**src/rtl/tinyalu_param.sv**
```systemverilog
// Parametrised tiny ALU: a command FIFO feeds an IDLE/EXEC/MUL engine.
// Results are 2*WIDTH bits wide, and an illegal opcode completes with err set.
module tinyalu_param #(
    parameter int WIDTH      = 8,
    parameter int MUL_CYCLES = 3,
    parameter int FIFO_DEPTH = 4
) (
    input  logic                        clk,
    input  logic                        reset,
    input  logic                        start,
    input  logic [WIDTH-1:0]            A,
    input  logic [WIDTH-1:0]            B,
    input  logic [2:0]                  op,
    output logic                        cmd_ready,
    output logic                        done,
    output logic [2*WIDTH-1:0]          result,
    output logic                        err,
    output logic                        busy,
    output logic [$clog2(FIFO_DEPTH):0] fifo_count
);
    localparam int PW = $clog2(FIFO_DEPTH);
    localparam int CW = PW + 1;
    localparam int MW = (MUL_CYCLES > 1) ? $clog2(MUL_CYCLES) : 1;
    localparam int EW = 2 * WIDTH + 3;
    localparam logic [CW-1:0] DEPTH_C  = CW'(FIFO_DEPTH);
    localparam logic [MW-1:0] MUL_LOAD = MW'(MUL_CYCLES - 1);

    localparam logic [2:0] OP_NOP = 3'b000;
    localparam logic [2:0] OP_ADD = 3'b001;
    localparam logic [2:0] OP_AND = 3'b010;
    localparam logic [2:0] OP_XOR = 3'b011;
    localparam logic [2:0] OP_MUL = 3'b100;
    localparam logic [2:0] OP_SUB = 3'b101;
    localparam logic [2:0] OP_OR  = 3'b110;
    localparam logic [2:0] OP_ILL = 3'b111;

    typedef enum logic [1:0] {IDLE = 2'd0, EXEC = 2'd1, MUL = 2'd2} state_t;

    logic [EW-1:0]    mem [FIFO_DEPTH];
    logic [PW-1:0]    wr_ptr_r;
    logic [PW-1:0]    rd_ptr_r;
    state_t           state_r;
    logic [WIDTH-1:0] a_r;
    logic [WIDTH-1:0] b_r;
    logic [2:0]       op_r;
    logic [MW-1:0]    mul_cnt_r;
    logic             push_s;
    logic             pop_s;
    logic [EW-1:0]    head_s;

    assign cmd_ready = (fifo_count < DEPTH_C);
    assign push_s    = start && cmd_ready;
    assign pop_s     = (state_r == IDLE) && (fifo_count != {CW{1'b0}});
    assign head_s    = mem[rd_ptr_r];
    assign busy      = (state_r != IDLE) || (fifo_count != {CW{1'b0}});

    // Returns {err, result}; operands are zero-extended so sub borrows into the upper half.
    function automatic logic [2*WIDTH:0] alu(input logic [2:0] o,
                                             input logic [WIDTH-1:0] a,
                                             input logic [WIDTH-1:0] b);
        logic [2*WIDTH-1:0] ax;
        logic [2*WIDTH-1:0] bx;
        logic [2*WIDTH-1:0] r;
        logic               e;
        ax = {{WIDTH{1'b0}}, a};
        bx = {{WIDTH{1'b0}}, b};
        e  = 1'b0;
        case (o)
            OP_ADD:  r = ax + bx;
            OP_AND:  r = ax & bx;
            OP_XOR:  r = ax ^ bx;
            OP_MUL:  r = ax * bx;
            OP_SUB:  r = ax - bx;
            OP_OR:   r = ax | bx;
            OP_ILL:  begin r = {2*WIDTH{1'b0}}; e = 1'b1; end
            default: r = {2*WIDTH{1'b0}};
        endcase
        return {e, r};
    endfunction

    // FIFO storage write; contents need no reset since pointers/count gate reads.
    always_ff @(posedge clk) begin
        if (push_s) begin
            mem[wr_ptr_r] <= {op, A, B};
        end
    end

    // FIFO pointers/count and the execution FSM with registered outputs.
    always_ff @(posedge clk) begin
        if (reset) begin
            wr_ptr_r   <= {PW{1'b0}};
            rd_ptr_r   <= {PW{1'b0}};
            fifo_count <= {CW{1'b0}};
            state_r    <= IDLE;
            a_r        <= {WIDTH{1'b0}};
            b_r        <= {WIDTH{1'b0}};
            op_r       <= OP_NOP;
            mul_cnt_r  <= {MW{1'b0}};
            done       <= 1'b0;
            err        <= 1'b0;
            result     <= {2*WIDTH{1'b0}};
        end else begin
            done <= 1'b0;
            if (push_s) begin
                wr_ptr_r <= wr_ptr_r + PW'(1);
            end
            if (pop_s) begin
                rd_ptr_r <= rd_ptr_r + PW'(1);
            end
            case ({push_s, pop_s})
                2'b10:   fifo_count <= fifo_count + CW'(1);
                2'b01:   fifo_count <= fifo_count - CW'(1);
                default: fifo_count <= fifo_count;
            endcase
            case (state_r)
                IDLE: begin
                    if (pop_s) begin
                        {op_r, a_r, b_r} <= head_s;
                        mul_cnt_r        <= MUL_LOAD;
                        case (head_s[EW-1 -: 3])
                            OP_MUL:  state_r <= MUL;
                            OP_NOP:  state_r <= IDLE;
                            default: state_r <= EXEC;
                        endcase
                    end
                end
                EXEC: begin
                    {err, result} <= alu(op_r, a_r, b_r);
                    done          <= 1'b1;
                    state_r       <= IDLE;
                end
                MUL: begin
                    if (mul_cnt_r == {MW{1'b0}}) begin
                        {err, result} <= alu(op_r, a_r, b_r);
                        done          <= 1'b1;
                        state_r       <= IDLE;
                    end else begin
                        mul_cnt_r <= mul_cnt_r - MW'(1);
                    end
                end
                default: state_r <= IDLE;
            endcase
        end
    end
endmodule

```
**config.mk**
```make
export PLATFORM = sky130hd
export DESIGN_NAME = tinyalu_param
export DESIGN_NICKNAME = d
export VERILOG_FILES = /design/src/rtl/tinyalu_param.sv
export SDC_FILE = /design/constraint.sdc
export NUM_CORES = 1
export LEC_CHECK = 0
export CORE_ASPECT_RATIO = 1.75
export CORE_MARGIN = 2
export CORE_UTILIZATION = 51
export CTS_BUF_LIST = sky130_fd_sc_hd__clkbuf_2
export DETAILED_ROUTE_END_ITERATION = 10
export PLACE_DENSITY_LB_ADDON = 0.1
export SYNTH_ARGS = -nofsm -noshare
export SYNTH_HDL_FRONTEND = slang
export SYNTH_SLANG_ARGS = --single-unit
```
**constraint.sdc**
```tcl
create_clock -name clk -period 5.1 [get_ports clk]
set_input_delay 1.53 -clock clk [delete_from_list [all_inputs] [get_ports clk]]
set_output_delay 1.53 -clock clk [all_outputs]
set_load 0.1 [all_outputs]
```
==> results.json, run 1 <==
{
  "status": "completed",
  "post_drt_wl_per_cell_um": 19.0,
  "port_buffers": 44,
  "post-layout-total-power_uw": 4480,
  "core_area_sq_um": 15300,
  "max_clock_freq_mhz": 208,
  "synth_cells": 758,
  "synthDominantAreaCellType": "sky130_fd_sc_hd__edfxtp_1",
  "leakagePower_uw": 0.00354,
  "grt_first_pass_wirelength_mm": 30.6,
  "setup_fix_bufs_post_cts": 0,
  "final_critical_path_setup_slack_ns": 0.291,
  "die_height_um": 169,
  "first_iter_violations": 259,
  "async_flop_share_pct": 0,
  "headroom_to_the_max_slew_limit_pct": 29.9,
  "place.gp.congestion": 0.910,
  "final_design_area_no_fill_sq_um": 8830,
  "total_die_area_sq_um": 16700,
  "worstHoldPathCells": 2,
  "power_per_cell_area_nw_per_um2": 507,
  "final.period_utilization_pct": 94.3,
  "post_synth_edffs": 76,
  "h-tree-depth": 4,
  "synth_area_sq_um": 7980,
  "drc": 0,
  "critical_path_s_top_delay_family": "adder cells",
  "hold-worst-slack_ns": 0.498,
  "path_max_fanout": 7,
  "postCtsResizedCells": 0,
  "share_of_final_layout_standard_cells_stronger_than_drive_strength_1_pct": 8.16,
  "slew_violations": 0,
  "io_pins": 45,
  "r2r.worst_path.cells": 15,
  "worstPathBufferInverterCount": 3,
  "timing.final.hold_violations": 0,
  "cts.reportedPaths.clkPinSlew_ns": 0.26,
  "hold_buffers": 0,
  "grt_start_max_net_pins": 50,
  "fin_nets": 926,
  "tightestPinTransition_ns": 1.05,
  "dr.pass1.iters": 5,
  "layout-area-overhead-vs-synth_pct": 10.6,
  "synth_top_cells_by_area": "sky130_fd_sc_hd__edfxtp_1, sky130_fd_sc_hd__dfxtp_1, sky130_fd_sc_hd__ha_1",
  "skew_ns": 0.0609,
  "clock_tree_from_tritoncts": "built",
  "clock_latency_ns": 0.70,
  "tritoncts_num_sinks": 126,
  "slowest_delay_ns": 0.55,
  "place.detailed.hpwl_mm": 14.5,
  "cpMostUsedCell": "sky130_fd_sc_hd__fa_1",
  "portion_of_the_post_synthesis_area_used_by_sequential_elements_pct": 41.1,
  "crit_path_cell_trace": "inv_1 > nor2_1 > fa_1 > fa_1 > fa_1 > inv_1 > fa_1 > inv_1 > ha_1 > a21oi_1 > a21boi_1 > o22ai_2 > o221ai_1 > o21a_1 > a221o_1",
  "initial_core_util_pct": 52.1,
  "post-synth-top-count-cell": "sky130_fd_sc_hd__nor2_1",
  "ir_worst_vdd_mv": 0.304,
  "critPathSlowestCell": "sky130_fd_sc_hd__fa_1",
  "drt_via_density": 5.69,
  "crit_required_ns": 5.69,
  "grt_remaining_overflow": 0,
  "grt_setup_unrepaired": "no",
  "period_minus_slack_ns": 4.81,
  "hold_start": "state_r[0]$_SDFFE_PP0P_",
  "synth.top_cell.area_share_pct": 28.6,
  "regToRegEndpoint": "result[15]$_SDFFE_PP0P_",
  "dpl_cell_area_sq_um": 8540,
  "cts_made_buffers": 17,
  "setup.worst_path.end_class": "flop",
  "finalSetupViolations": 0,
  "antenna_left": 0,
  "synth_cell_types": 72,
  "clock_path_buffers": 2,
  "yosys_register_bits": 126,
  "via_count": 5668,
  "synthesis.area_per_instance_sq_um": 10.5,
  "synth_common_cells": "sky130_fd_sc_hd__nor2_1, sky130_fd_sc_hd__nand2_1, sky130_fd_sc_hd__inv_1",
  "pre_cts_slack_ns": 0.364,
  "synth.yosys.warnings": 0,
  "maxCapViolations": 0,
  "setup.reg_to_reg.worst_slack_ns": 0.29,
  "min-delay-path-class": "reg2reg",
  "cts_root_buffer": "sky130_fd_sc_hd__clkbuf_2",
  "worst-setup-path-type": "reg2reg",
  "route.final.wire_length_mm": 18.9,
  "worst_setup_path_start_kind": "flop",
  "hold_end": "state_r[0]$_SDFFE_PP0P_",
  "r2r_start": "b_r[5]$_SDFFE_PP0P_",
  "leading_register_cell_type_out_of_synthesis": "sky130_fd_sc_hd__edfxtp_1",
  "grtUsageTotal_pct": 23.7,
  "die-width_um": 98.6,
  "syn-num-nets": 888,
  "vias_in_the_first_global_route": 6006,
  "arrival_ns": 5.40,
  "number_of_antenna_violations_at_the_first_check_in_global_routing": 1,
  "fin_setup_tns_ns": 0,
  "placementRows": 60
}
metal layers:
| layer | wire, um | up-vias | global-route usage [%] |
|---|---|---|---|
| met5 | 0 | - | 0 |
| met4 | 774 | 0 | 10.7 |
| met1 | 6610 | 2788 | 23.6 |
| met3 | 432 | 41 | 3.54 |
| met2 | 11100 | 113 | 47.2 |
| li1 | - | 2726 | - |
sequential cells by signal (all words and copies together) (netlist names), named ones only:
signal,flops
wr_ptr_r,2
a_r,8
state_r,2
result,16
mul_cnt_r,2
err,1
done,1
op_r,3
fifo_count,3
mem,76
rd_ptr_r,2
b_r,8
cell families (layout without fill, tap and decap cells):
| kind of cell | after synthesis | count (layout) | share of synthesized area (%) |
|---|---|---|---|
| DFF | 126 | 126 | 41.1 |
| xor gates and xnor gates | 17 | 17 | 1.87 |
| buffers and inverters | 110 | 161 | 5.41 |
| muxes | 29 | 29 | 6.74 |
| and+or+nand+nor | 228 | 228 | 12.5 |
| adders and majority gates | 108 | 108 | 20.6 |
| other | 0 | 1 | 0 |
| AOI/OAI and AO/OA | 140 | 140 | 11.7 |
worst reg2reg max path, stage by stage (launching register included):
cell                       delay, ns
sky130_fd_sc_hd__dfxtp_1        0.52
sky130_fd_sc_hd__inv_1          0.22
sky130_fd_sc_hd__nor2_1         0.17
sky130_fd_sc_hd__fa_1           0.46
sky130_fd_sc_hd__fa_1           0.52
sky130_fd_sc_hd__fa_1           0.55
sky130_fd_sc_hd__inv_1          0.06
sky130_fd_sc_hd__fa_1           0.54
sky130_fd_sc_hd__inv_1          0.05
sky130_fd_sc_hd__ha_1           0.35
sky130_fd_sc_hd__a21oi_1        0.25
sky130_fd_sc_hd__a21boi_1       0.12
sky130_fd_sc_hd__o22ai_2        0.26
sky130_fd_sc_hd__o221ai_1       0.19
sky130_fd_sc_hd__o21a_1         0.21
sky130_fd_sc_hd__a221o_1        0.25
power breakdown:
| part | leakage (uW) | switching (uW) | internal, uW | total (uW) |
|---|---|---|---|---|
| sequential | 0.00110 | 216 | 1250 | 1470 |
| clock | 0.000169 | 432 | 293 | 726 |
| combinational | 0.00227 | 1480 | 804 | 2280 |
| total | 0.00354 | 2130 | 2350 | 4480 |
final cells by class:
cell class                      instances  area [sq um]
Timing Repair Buffer                   46           450
Multi-Input combinational cell        522          4260
Tap cell                              186           233
Sequential cell                       126          3280
Clock buffer                           17          85.1
Fill cell                            1369          6490
Inverter                               83           312
Clock inverter                         15           196
Antenna cell                            1          2.50
cell usage in the layout (no fill, tap or decap), drive strengths merged, types with 10 or more instances in the layout:
master and instances:
nor2 89, inv 88, nand2 82, edfxtp 76, ha 69, a21oi 51
dfxtp 50, clkdlybuf4s50 43, fa 39, mux4 19, clkbuf 17, o21ai 17
xnor2 11, nor3 10
worst max-delay path by stage:
stage / from / end / slack [ns] / cells after the start
final: b_r[5]$_SDFFE_PP0P_ / result[15]$_SDFFE_PP0P_ / 0.29 / 15
after global placement: a_r[5]$_SDFFE_PP0P_ / result[15]$_SDFFE_PP0P_ / 0.46 / 15
after floorplan: a_r[1]$_SDFFE_PP0P_ / result[15]$_SDFFE_PP0P_ / 0.73 / 15
after detailed placement: b_r[5]$_SDFFE_PP0P_ / result[15]$_SDFFE_PP0P_ / 0.36 / 15
after CTS: b_r[5]$_SDFFE_PP0P_ / result[15]$_SDFFE_PP0P_ / 0.33 / 15
after global routing: b_r[5]$_SDFFE_PP0P_ / result[14]$_SDFFE_PP0P_ / 0.03 / 15
through the flow:
stage | utilization, % | cells
floorplan | - | 758
global placement | 55.8 | 963
detailed placement | 55.8 | 963
CTS | 57.6 | 995
global route | 57.6 | 996
finish | 57.6 | 996
Power figures use the tool's default switching activity.
==> run 2, diff against run 1 <==
Settings changed: RECOVER_POWER set to 50.
==> run 2 against run 1 <==
- critical path depth unchanged
- combinational power about the same
- highest routed layer unchanged
- via count up 0.18%
- count of clock-buffer cells in the layout unchanged
- first-iteration DRC count down 7.7%
==> results.json, run 2 (synthesis results as in run 1) <==
{
  "status": "completed",
  "io_pins": 45,
  "mostFrequentLayoutCells": "sky130_fd_sc_hd__nor2_1, sky130_fd_sc_hd__nand2_1, sky130_fd_sc_hd__inv_1, sky130_fd_sc_hd__edfxtp_1, sky130_fd_sc_hd__ha_1",
  "fillerInstances": 1369,
  "grt_start_max_net_pins": 50,
  "antenna_left": 0,
  "maxCapViolations": 0,
  "clock_tree_from_tritoncts": "built",
  "drc": 0,
  "critPathSlowestCell": "sky130_fd_sc_hd__fa_1",
  "worst_setup_path_start_kind": "flop",
  "postCtsResizedCells": 0,
  "grtUsageTotal_pct": 23.7,
  "biggestRegsByFlops": "mem x76, result x16",
  "final.period_utilization_pct": 94.2,
  "busiest_layer": "met2",
  "arrival_ns": 5.39,
  "fin_nets": 926,
  "crit_path_cell_trace": "inv_1 > nor2_1 > fa_1 > fa_1 > fa_1 > inv_1 > fa_1 > inv_1 > ha_1 > a21oi_1 > a21boi_1 > o22ai_2 > o221ai_1 > o21a_1 > a221o_1",
  "post_drt_wl_per_cell_um": 19.0,
  "power_per_cell_area_nw_per_um2": 507,
  "hold_buffers": 0,
  "drt_via_density": 5.70,
  "max_clock_freq_mhz": 208,
  "timing.final.hold_violations": 0,
  "dp.cells": 963,
  "cts_root_buffer": "sky130_fd_sc_hd__clkbuf_2",
  "hold-worst-slack_ns": 0.499,
  "first_iter_violations": 239,
  "slew_violations": 0,
  "setup.worst_path.end_class": "flop",
  "die-width_um": 98.6,
  "cts_made_buffers": 17,
  "placementRows": 60,
  "fin_setup_tns_ns": 0,
  "number_of_antenna_violations_at_the_first_check_in_global_routing": 1,
  "max_ffs_per_register": 76,
  "skew_ns": 0.0606,
  "vias_in_the_first_global_route": 6006,
  "place.detailed.hpwl_mm": 14.5,
  "cpMostUsedCell": "sky130_fd_sc_hd__fa_1",
  "total_die_area_sq_um": 16700,
  "slowest_delay_ns": 0.55,
  "initial_core_util_pct": 52.1,
  "r2r.worst_path.cells": 15,
  "clock_path_buffers": 2,
  "h-tree-depth": 4,
  "headroom_to_the_max_slew_limit_pct": 8.26,
  "globalRouteMet2Util_pct": 47.2,
  "max_flop_register": "mem",
  "place.gp.congestion": 0.910,
  "path_max_fanout": 7,
  "cts.reportedPaths.clkPinSlew_ns": 0.26,
  "ir_worst_vdd_mv": 0.304,
  "worst-setup-path-type": "reg2reg",
  "tritoncts_num_sinks": 126,
  "worstHoldPathCells": 2,
  "groute.layer.met3.usage_pct": 3.54,
  "core_area_sq_um": 15300,
  "fin_cells": 996,
  "leakagePower_uw": 0.00354,
  "grt_setup_unrepaired": "no",
  "grt_use_met1_pct": 23.6,
  "crit_required_ns": 5.69,
  "min-delay-path-class": "reg2reg",
  "via_count": 5678,
  "dr.pass1.iters": 4,
  "clock_latency_ns": 0.69,
  "grt_remaining_overflow": 0,
  "route.final.wire_length_mm": 18.9,
  "layout-area-overhead-vs-synth_pct": 10.6,
  "grt_first_pass_wirelength_mm": 30.6,
  "share_of_final_layout_standard_cells_stronger_than_drive_strength_1_pct": 8.16,
  "setup_fix_bufs_post_cts": 0,
  "tightestPinTransition_ns": 1.38,
  "finalSetupViolations": 0,
  "port_buffers": 44,
  "final_common_cell": "sky130_fd_sc_hd__nor2_1",
  "period_minus_slack_ns": 4.81,
  "die_height_um": 169
}
[run 2: critical path, delay by kind of cell, from the launching register on]
family,cells,cell delay (ns)
compound gates,6,1.27
simple gates,1,0.17
buf+inv,3,0.32
flops,1,0.53
fa+ha+maj,5,2.42
[run 2: through the flow]
stage	setup WS [ns]	util (%)	cell area (sq um)	power, uW
after floorplan	0.732	-	7980	3150
after detailed placement	0.364	55.8	8540	3780
after global routing	0.0339	57.6	8830	4810
after global placement	0.462	55.8	8540	3760
after CTS	0.328	57.6	8820	4520
final	0.294	57.6	8830	4480
[run 2: where the power goes]
group / internal (uW) / switching (uW) / total (uW) / leakage [uW]
logic: 801 / 1480 / 2280 / 0.00227
registers: 1250 / 217 / 1470 / 0.00110
clock network: 293 / 434 / 727 / 0.000169
total: 2350 / 2130 / 4480 / 0.00354
[run 2: layer usage]
metal	up-vias	routed length (um)
met1	2779	6570
met5	-	0
met3	44	515
li1	2726	-
met4	0	824
met2	129	11000
[run 2: final timing paths]
path	startpoint	slack [ns]	endpoint
max	b_r[5]$_SDFFE_PP0P_	0.29	result[15]$_SDFFE_PP0P_
min	state_r[0]$_SDFFE_PP0P_	0.50	state_r[0]$_SDFFE_PP0P_
max reg2reg	b_r[5]$_SDFFE_PP0P_	0.29	result[15]$_SDFFE_PP0P_
min reg2reg	state_r[0]$_SDFFE_PP0P_	0.50	state_r[0]$_SDFFE_PP0P_
[run 2: area by class of cell]
type | count | area (sq um) | area share, %
multi-input cells | 522 | 4260 | 48.3
flip-flops and latches | 126 | 3280 | 37.2
repair buffers | 46 | 450 | 5.10
inverters | 83 | 312 | 3.53
well taps | 186 | 233 | 2.64
clock inverters | 15 | 196 | 2.23
clock buffers | 17 | 85.1 | 0.964
diodes | 1 | 2.50 | 0.0284
